===== src/rtl/wb_ctrl_mw_pkg.sv =====
// Shared writeback-stage types: memory op encodings and the per-lane held-instruction record.
package wb_ctrl_mw_pkg;

  localparam int unsigned XLEN   = 32;
  localparam int unsigned REG_AW = 5;

  typedef enum logic [1:0] {
    MEM_NOP    = 2'd0,
    MEM_LOAD_S = 2'd1,
    MEM_LOAD_U = 2'd2,
    MEM_STORE  = 2'd3
  } mem_type_t;

  typedef enum logic [1:0] {
    MEM_BYTE = 2'd0,
    MEM_HALF = 2'd1,
    MEM_WORD = 2'd2
  } mem_size_t;

  typedef struct packed {
    logic [31:0]       pc;
    logic [XLEN-1:0]   result;
    mem_type_t         mtype;
    mem_size_t         msize;
    logic [REG_AW-1:0] dest;
  } wb_lane_t;

  function automatic logic is_load(mem_type_t t);
    return (t == MEM_LOAD_S) || (t == MEM_LOAD_U);
  endfunction

endpackage


===== src/rtl/wb_ctrl_mw_load_align.sv =====
// Load data aligner: picks the addressed byte/half out of a 32-bit word and extends it.
module load_align
  import wb_ctrl_mw_pkg::*;
(
  input  logic [31:0] rdata,
  input  logic [1:0]  addr,
  input  mem_size_t   size,
  input  logic        sign_ext,
  output logic [31:0] result
);

  logic [7:0]  byte_sel;
  logic [15:0] half_sel;

  always_comb begin
    unique case (addr)
      2'd0:    byte_sel = rdata[7:0];
      2'd1:    byte_sel = rdata[15:8];
      2'd2:    byte_sel = rdata[23:16];
      default: byte_sel = rdata[31:24];
    endcase
    half_sel = addr[1] ? rdata[31:16] : rdata[15:0];

    case (size)
      MEM_BYTE: result = {{24{sign_ext & byte_sel[7]}}, byte_sel};
      MEM_HALF: result = {{16{sign_ext & half_sel[15]}}, half_sel};
      default:  result = rdata;
    endcase
  end

endmodule


===== src/rtl/wb_ctrl_mw.sv =====
// Multi-lane writeback stage: holds one in-order group, collects in-order load responses
// into per-lane buffers, and commits the whole group atomically to the register file.
module wb_ctrl_mw
  import wb_ctrl_mw_pkg::*;
#(
  parameter int unsigned LANES  = 2,
  parameter int unsigned DATA_W = XLEN,
  parameter int unsigned RA_W   = REG_AW
) (
  input  logic                    clk,
  input  logic                    reset,
  input  logic                    mem_ready,
  input  logic                    allowout,
  input  logic [LANES-1:0]        mem_valid,
  input  logic [LANES*32-1:0]     mem_pc,
  input  logic [LANES*DATA_W-1:0] mem_result,
  input  mem_type_t [LANES-1:0]   mem_mem_type,
  input  mem_size_t [LANES-1:0]   mem_mem_size,
  input  logic [LANES*RA_W-1:0]   mem_dest,
  input  logic                    mmu_data_ok,
  input  logic [31:0]             mmu_rdata,
  output logic [LANES-1:0]        wb_valid,
  output logic                    wb_ready,
  output logic                    wb_stall,
  output logic [LANES-1:0]        rf_we,
  output logic [LANES*RA_W-1:0]   rf_waddr,
  output logic [LANES*DATA_W-1:0] rf_wdata,
  output logic [LANES-1:0]        wb_forwardable,
  output logic [LANES*32-1:0]     wb_pc,
  output logic [LANES*RA_W-1:0]   wb_dest,
  output logic [LANES*DATA_W-1:0] wb_result
);

  if (DATA_W != XLEN || RA_W != REG_AW) begin : g_bad_width
    $error("wb_ctrl_mw: DATA_W/RA_W must match the lane record widths");
  end

  wb_lane_t [LANES-1:0]        lane_q;
  logic [LANES-1:0]            valid_q, ld_done_q;
  logic [LANES-1:0][31:0]      ld_data_q;
  logic [LANES-1:0]            load_lane, pending, ptr_oh, lane_ok;
  logic [LANES-1:0][31:0]      raw_data, aligned;
  logic                        ptr_found;

  // Responses arrive in program order, so they always belong to the lowest pending lane.
  always_comb begin
    ptr_oh    = '0;
    ptr_found = 1'b0;
    for (int i = 0; i < LANES; i++) begin
      if (pending[i] && !ptr_found) begin
        ptr_oh[i] = 1'b1;
        ptr_found = 1'b1;
      end
    end
  end

  assign wb_ready = &lane_ok;
  assign wb_stall = (|valid_q) && (!wb_ready || !allowout);
  assign wb_valid = valid_q;

  always_ff @(posedge clk) begin
    if (reset) begin
      valid_q   <= '0;
      ld_done_q <= '0;
    end else if (!wb_stall) begin
      valid_q   <= mem_ready ? mem_valid : '0;
      ld_done_q <= '0;
    end else if (mmu_data_ok) begin
      ld_done_q <= ld_done_q | ptr_oh;
    end
  end

  always_ff @(posedge clk) begin
    for (int i = 0; i < LANES; i++) begin
      if (!wb_stall && mem_ready) begin
        lane_q[i] <= '{pc:     mem_pc[i*32 +: 32],
                       result: mem_result[i*DATA_W +: DATA_W],
                       mtype:  mem_mem_type[i],
                       msize:  mem_mem_size[i],
                       dest:   mem_dest[i*RA_W +: RA_W]};
      end
      // Captured only while stalled; an unstalled cycle commits straight from the bypass.
      if (wb_stall && mmu_data_ok && ptr_oh[i]) begin
        ld_data_q[i] <= mmu_rdata;
      end
    end
  end

  for (genvar i = 0; i < LANES; i++) begin : g_lane
    assign load_lane[i] = valid_q[i] && is_load(lane_q[i].mtype);
    assign pending[i]   = load_lane[i] && !ld_done_q[i];
    assign lane_ok[i]   = !load_lane[i] || ld_done_q[i] || (ptr_oh[i] && mmu_data_ok);
    assign raw_data[i]  = ld_done_q[i] ? ld_data_q[i] : mmu_rdata;

    load_align u_align (
      .rdata    (raw_data[i]),
      .addr     (lane_q[i].result[1:0]),
      .size     (lane_q[i].msize),
      .sign_ext (lane_q[i].mtype == MEM_LOAD_S),
      .result   (aligned[i])
    );

    assign rf_we[i]                       = allowout && wb_ready && valid_q[i] &&
                                            (lane_q[i].dest != '0);
    assign rf_waddr[i*RA_W +: RA_W]       = lane_q[i].dest;
    assign rf_wdata[i*DATA_W +: DATA_W]   = load_lane[i] ? aligned[i] : lane_q[i].result;
    assign wb_forwardable[i]              = valid_q[i] &&
                                            (!is_load(lane_q[i].mtype) || ld_done_q[i]);
    assign wb_pc[i*32 +: 32]              = lane_q[i].pc;
    assign wb_dest[i*RA_W +: RA_W]        = lane_q[i].dest;
    assign wb_result[i*DATA_W +: DATA_W]  = (load_lane[i] && ld_done_q[i]) ? aligned[i] :
                                            lane_q[i].result;
  end

endmodule

===== config.mk =====
export PLATFORM = sky130hd
export DESIGN_NAME = wb_ctrl_mw
export DESIGN_NICKNAME = d
export VERILOG_FILES = /design/src/rtl/wb_ctrl_mw_pkg.sv /design/src/rtl/wb_ctrl_mw_load_align.sv /design/src/rtl/wb_ctrl_mw.sv
export SDC_FILE = /design/constraint.sdc
export NUM_CORES = 1
export LEC_CHECK = 0
export BUFFER_PORTS_ARGS = -buffer_cell sky130_fd_sc_hd__buf_2
export CORE_AREA = 2 2 158 160
export CTS_CLUSTER_DIAMETER = 80
export DETAILED_ROUTE_END_ITERATION = 10
export DIE_AREA = 0 0 160 162
export HOLD_SLACK_MARGIN = 0.05
export PLACE_DENSITY = 0.86
export SETUP_SLACK_MARGIN = 0.4
export SYNTH_ARGS = -nofsm -noshare
export SYNTH_HDL_FRONTEND = slang
export SYNTH_SLANG_ARGS = --single-unit

===== constraint.sdc =====
create_clock -name clk -period 8 [get_ports clk]
set_input_delay 0 -clock clk [delete_from_list [all_inputs] [get_ports clk]]
set_output_delay 0 -clock clk [all_outputs]
set_load 0.01 [all_outputs]

==> out/metrics.yaml <==
status:
  status: "completed"
critical_path:
  timing.critical_path.buf_inv: 1
  cp-start-kind: "flip-flop"
  critPathKind: "flip-flop to output pin"
  required_ps: 8000
  critPathArrivalTime_ps: 3870
  worst_path_max_delay_cell: "edfxtp_1"
  worstPathMaxFanout: 34
  cp_cell_sequence: "mux2i_1 -> a221oi_2 -> nand3_1 -> a21oi_1 -> buf_2"
  critPathMaxStageDelay_ps: 1090
  crit_family: "flip-flops"
  end_kind: "output pin"
die:
  coreArea_mm2: 0.02411
  die_w_um: 160
  fp-row-count: 57
  initial_core_util_pct: 46.85
  ios: 405
  die_y_um: 162
  die_area_mm2: 0.02592
sta:
  hold_viol: 0
  slew_viol_final: 0
  timing.final.ws_setup_ps: 4135
  worst_pin_slew_ps: 1259
  max_freq_ghz: 0.2587
  fin_tns_setup_ps: 0
  clock_skew_ps: 10.77
  setup_viol_count_final: 0
  fin_hold_ws_ps: 181.3
  finalCritPeriodShare_pct: 48.32
  max_slew_margin_pct: 15.85
  min_period_ps: 3865
  rsz0062_at_grt: "false"
global_route:
  track_usage_pct: 30.54
  antenna_found_initial: 1
  grt_max_degree: 81
  grt_pass1_vias: 10636
  grt_pass1_wl_mm: 61.17
  grt-ovfl-total: 0
synth:
  ys_async_sr_fraction_pct: 0
  synthDistinctLibCells: 51
  synth_edf_count: 210
  netlist_instances: 1000
  synth.yosys.seq_area_share_pct: 56.55
  synth.avg_cell_area_um2: 11.29
  yosysWarningCount: 0
  syn_nets: 1187
  synth_ff_type: "edfxtp_1"
  synth_area_mm2: 0.01129
  ys_seq_elements: 214
routing:
  vias: 10620
  drcViolationCount: 0
  highest_layer: "met5"
  routed_wl_mm: 41.23
  route.met3.wl_mm: 3.787
  drt-vias-per-instance: 5.835
  drt_pass1_iterations: 8
  met2_length_mm: 20.44
  post_drt_wl_per_cell_um: 22.65
  final_antenna_net_count: 0
  drtIter0Drc: 1457
  drt-met1-wl_mm: 14.96
clock_tree:
  path_clk_slew_ps: 60
  clk_latency_ps: 520
  cts_max_level: 1
  numCtsBuffers: 24
  cts_tree: "done"
  clockBufferDepth: 3
  root_buffer: "clkbuf_16"
  clock_sinks: 214
placement:
  hpwl_mm: 26.52
  pre_cts_slack_ps: 4429
  place_congestion: 0.9160
  placed_cells: 1588
  place_area_mm2: 0.01287
  port_buffers: 404
final_layout:
  layout.cells.non_filler: 1820
  fin_nets: 1665
  antenna_cells: 0
  syn2layout_area_growth_pct: 37.58
  final_area_mm2: 0.01554
  final_util_pct: 64.46
  layout-drive-gt1-share_pct: 34.43
pwr:
  power_leakage_nw: 6.153
  power_density_mw_per_mm2: 189.8
  vdd_drop_max_v: 0.0002064
  total_power_mw: 2.949
run:
  cap_violations: 0
worst_hold_path:
  min_path_type: "input port to flip-flop"
-- cell usage after synthesis, drive strengths merged (13+ instances only) --
library cell  count  share of area, %
a21oi            94               4.2
a31oi            44               2.4
buf             110               7.1
clkbuf           41               1.4
edfxtp          210                56
mux2             28               2.8
mux2i            66               5.8
nand2            38               1.3
nand3            14              0.62
nor2            125               4.2
nor3             51               2.3
o211ai           23               1.6
o21ai            18              0.83
o22ai            41               2.3
o32a             13               1.2
or2              15              0.83
-- where the power goes --
group / internal, mW / leakage, nW / switching, mW
Combinational: 0.223 / 3.75 / 0.280
Sequential: 1.30 / 2.02 / 0.0369
Clock: 0.648 / 0.385 / 0.461
-- metal layers --
layer,track usage (%),vias up
met5,0,-
met4,13.39,2
met3,6.435,148
met2,53.44,785
met1,36.60,5022
li1,-,4663
-- cells in the final DEF, fill, tap and decap left out, types with 4 or more instances in the layout --
master / count
a21oi_1: 94
a31oi_1: 44
buf_2: 404
buf_4: 11
clkbuf_1: 4
clkbuf_16: 24
clkinv_1: 6
clkinv_2: 6
dlygate4sd3_1: 188
edfxtp_1: 210
inv_1: 9
mux2_2: 28
mux2i_1: 66
nand2_1: 38
nand2b_1: 5
nand3_1: 14
nand3b_1: 4
nor2_1: 124
nor2b_1: 5
nor3_1: 49
o211ai_1: 21
o21ai_0: 14
o22ai_1: 41
o311ai_0: 6
o32a_1: 13
or2_2: 15
-- registers in the layout, summed over array words and instances (netlist names) --
name / cells
lane_q: 72
ld_data_q: 64
ld_done_q: 2
rf_waddr: 10
wb_pc: 64
wb_valid: 2
-- cell families (layout without fill, tap and decap cells) --
family	count (synthesis)	in the layout	share of synthesized area (%)
mux	97	97	9.273
fa+ha+maj	3	3	0.3213
compound gates	250	250	13.88
simple gates	275	275	11.21
buf+inv	161	657	8.764
flops	214	214	56.55
-- final timing paths --
kind              cells past startpoint          from            end  slack, ps
hold / removal                        2     mem_pc[3]       wb_pc[3]        180
setup / recovery                      5    lane_q[10]  wb_result[29]       4130
hold reg to reg                       3  ld_done_q[0]  ld_data_q[24]       1040
setup reg to reg                      6     lane_q[7]    lane_q[107]       4410
-- final cells by class --
class                   count  area (um^2)
well taps                 324        405.4
clock inverters            16        163.9
inverters                  10        37.54
repair buffers            603         3986
multi-input cells         625         3940
fillers                  1831         8568
clock buffers              28        615.6
flip-flops and latches    214         6389
-- timing repair --
| action | 4_1_cts | 5_1_grt |
|---|---|---|
| gates resized for setup | 0 | 0 |
| endpoints found under the hold margin | 214 | 0 |
| hold buffers | 188 | 0 |
| buffers inserted | 0 | 0 |
Power figures use the tool's default switching activity.
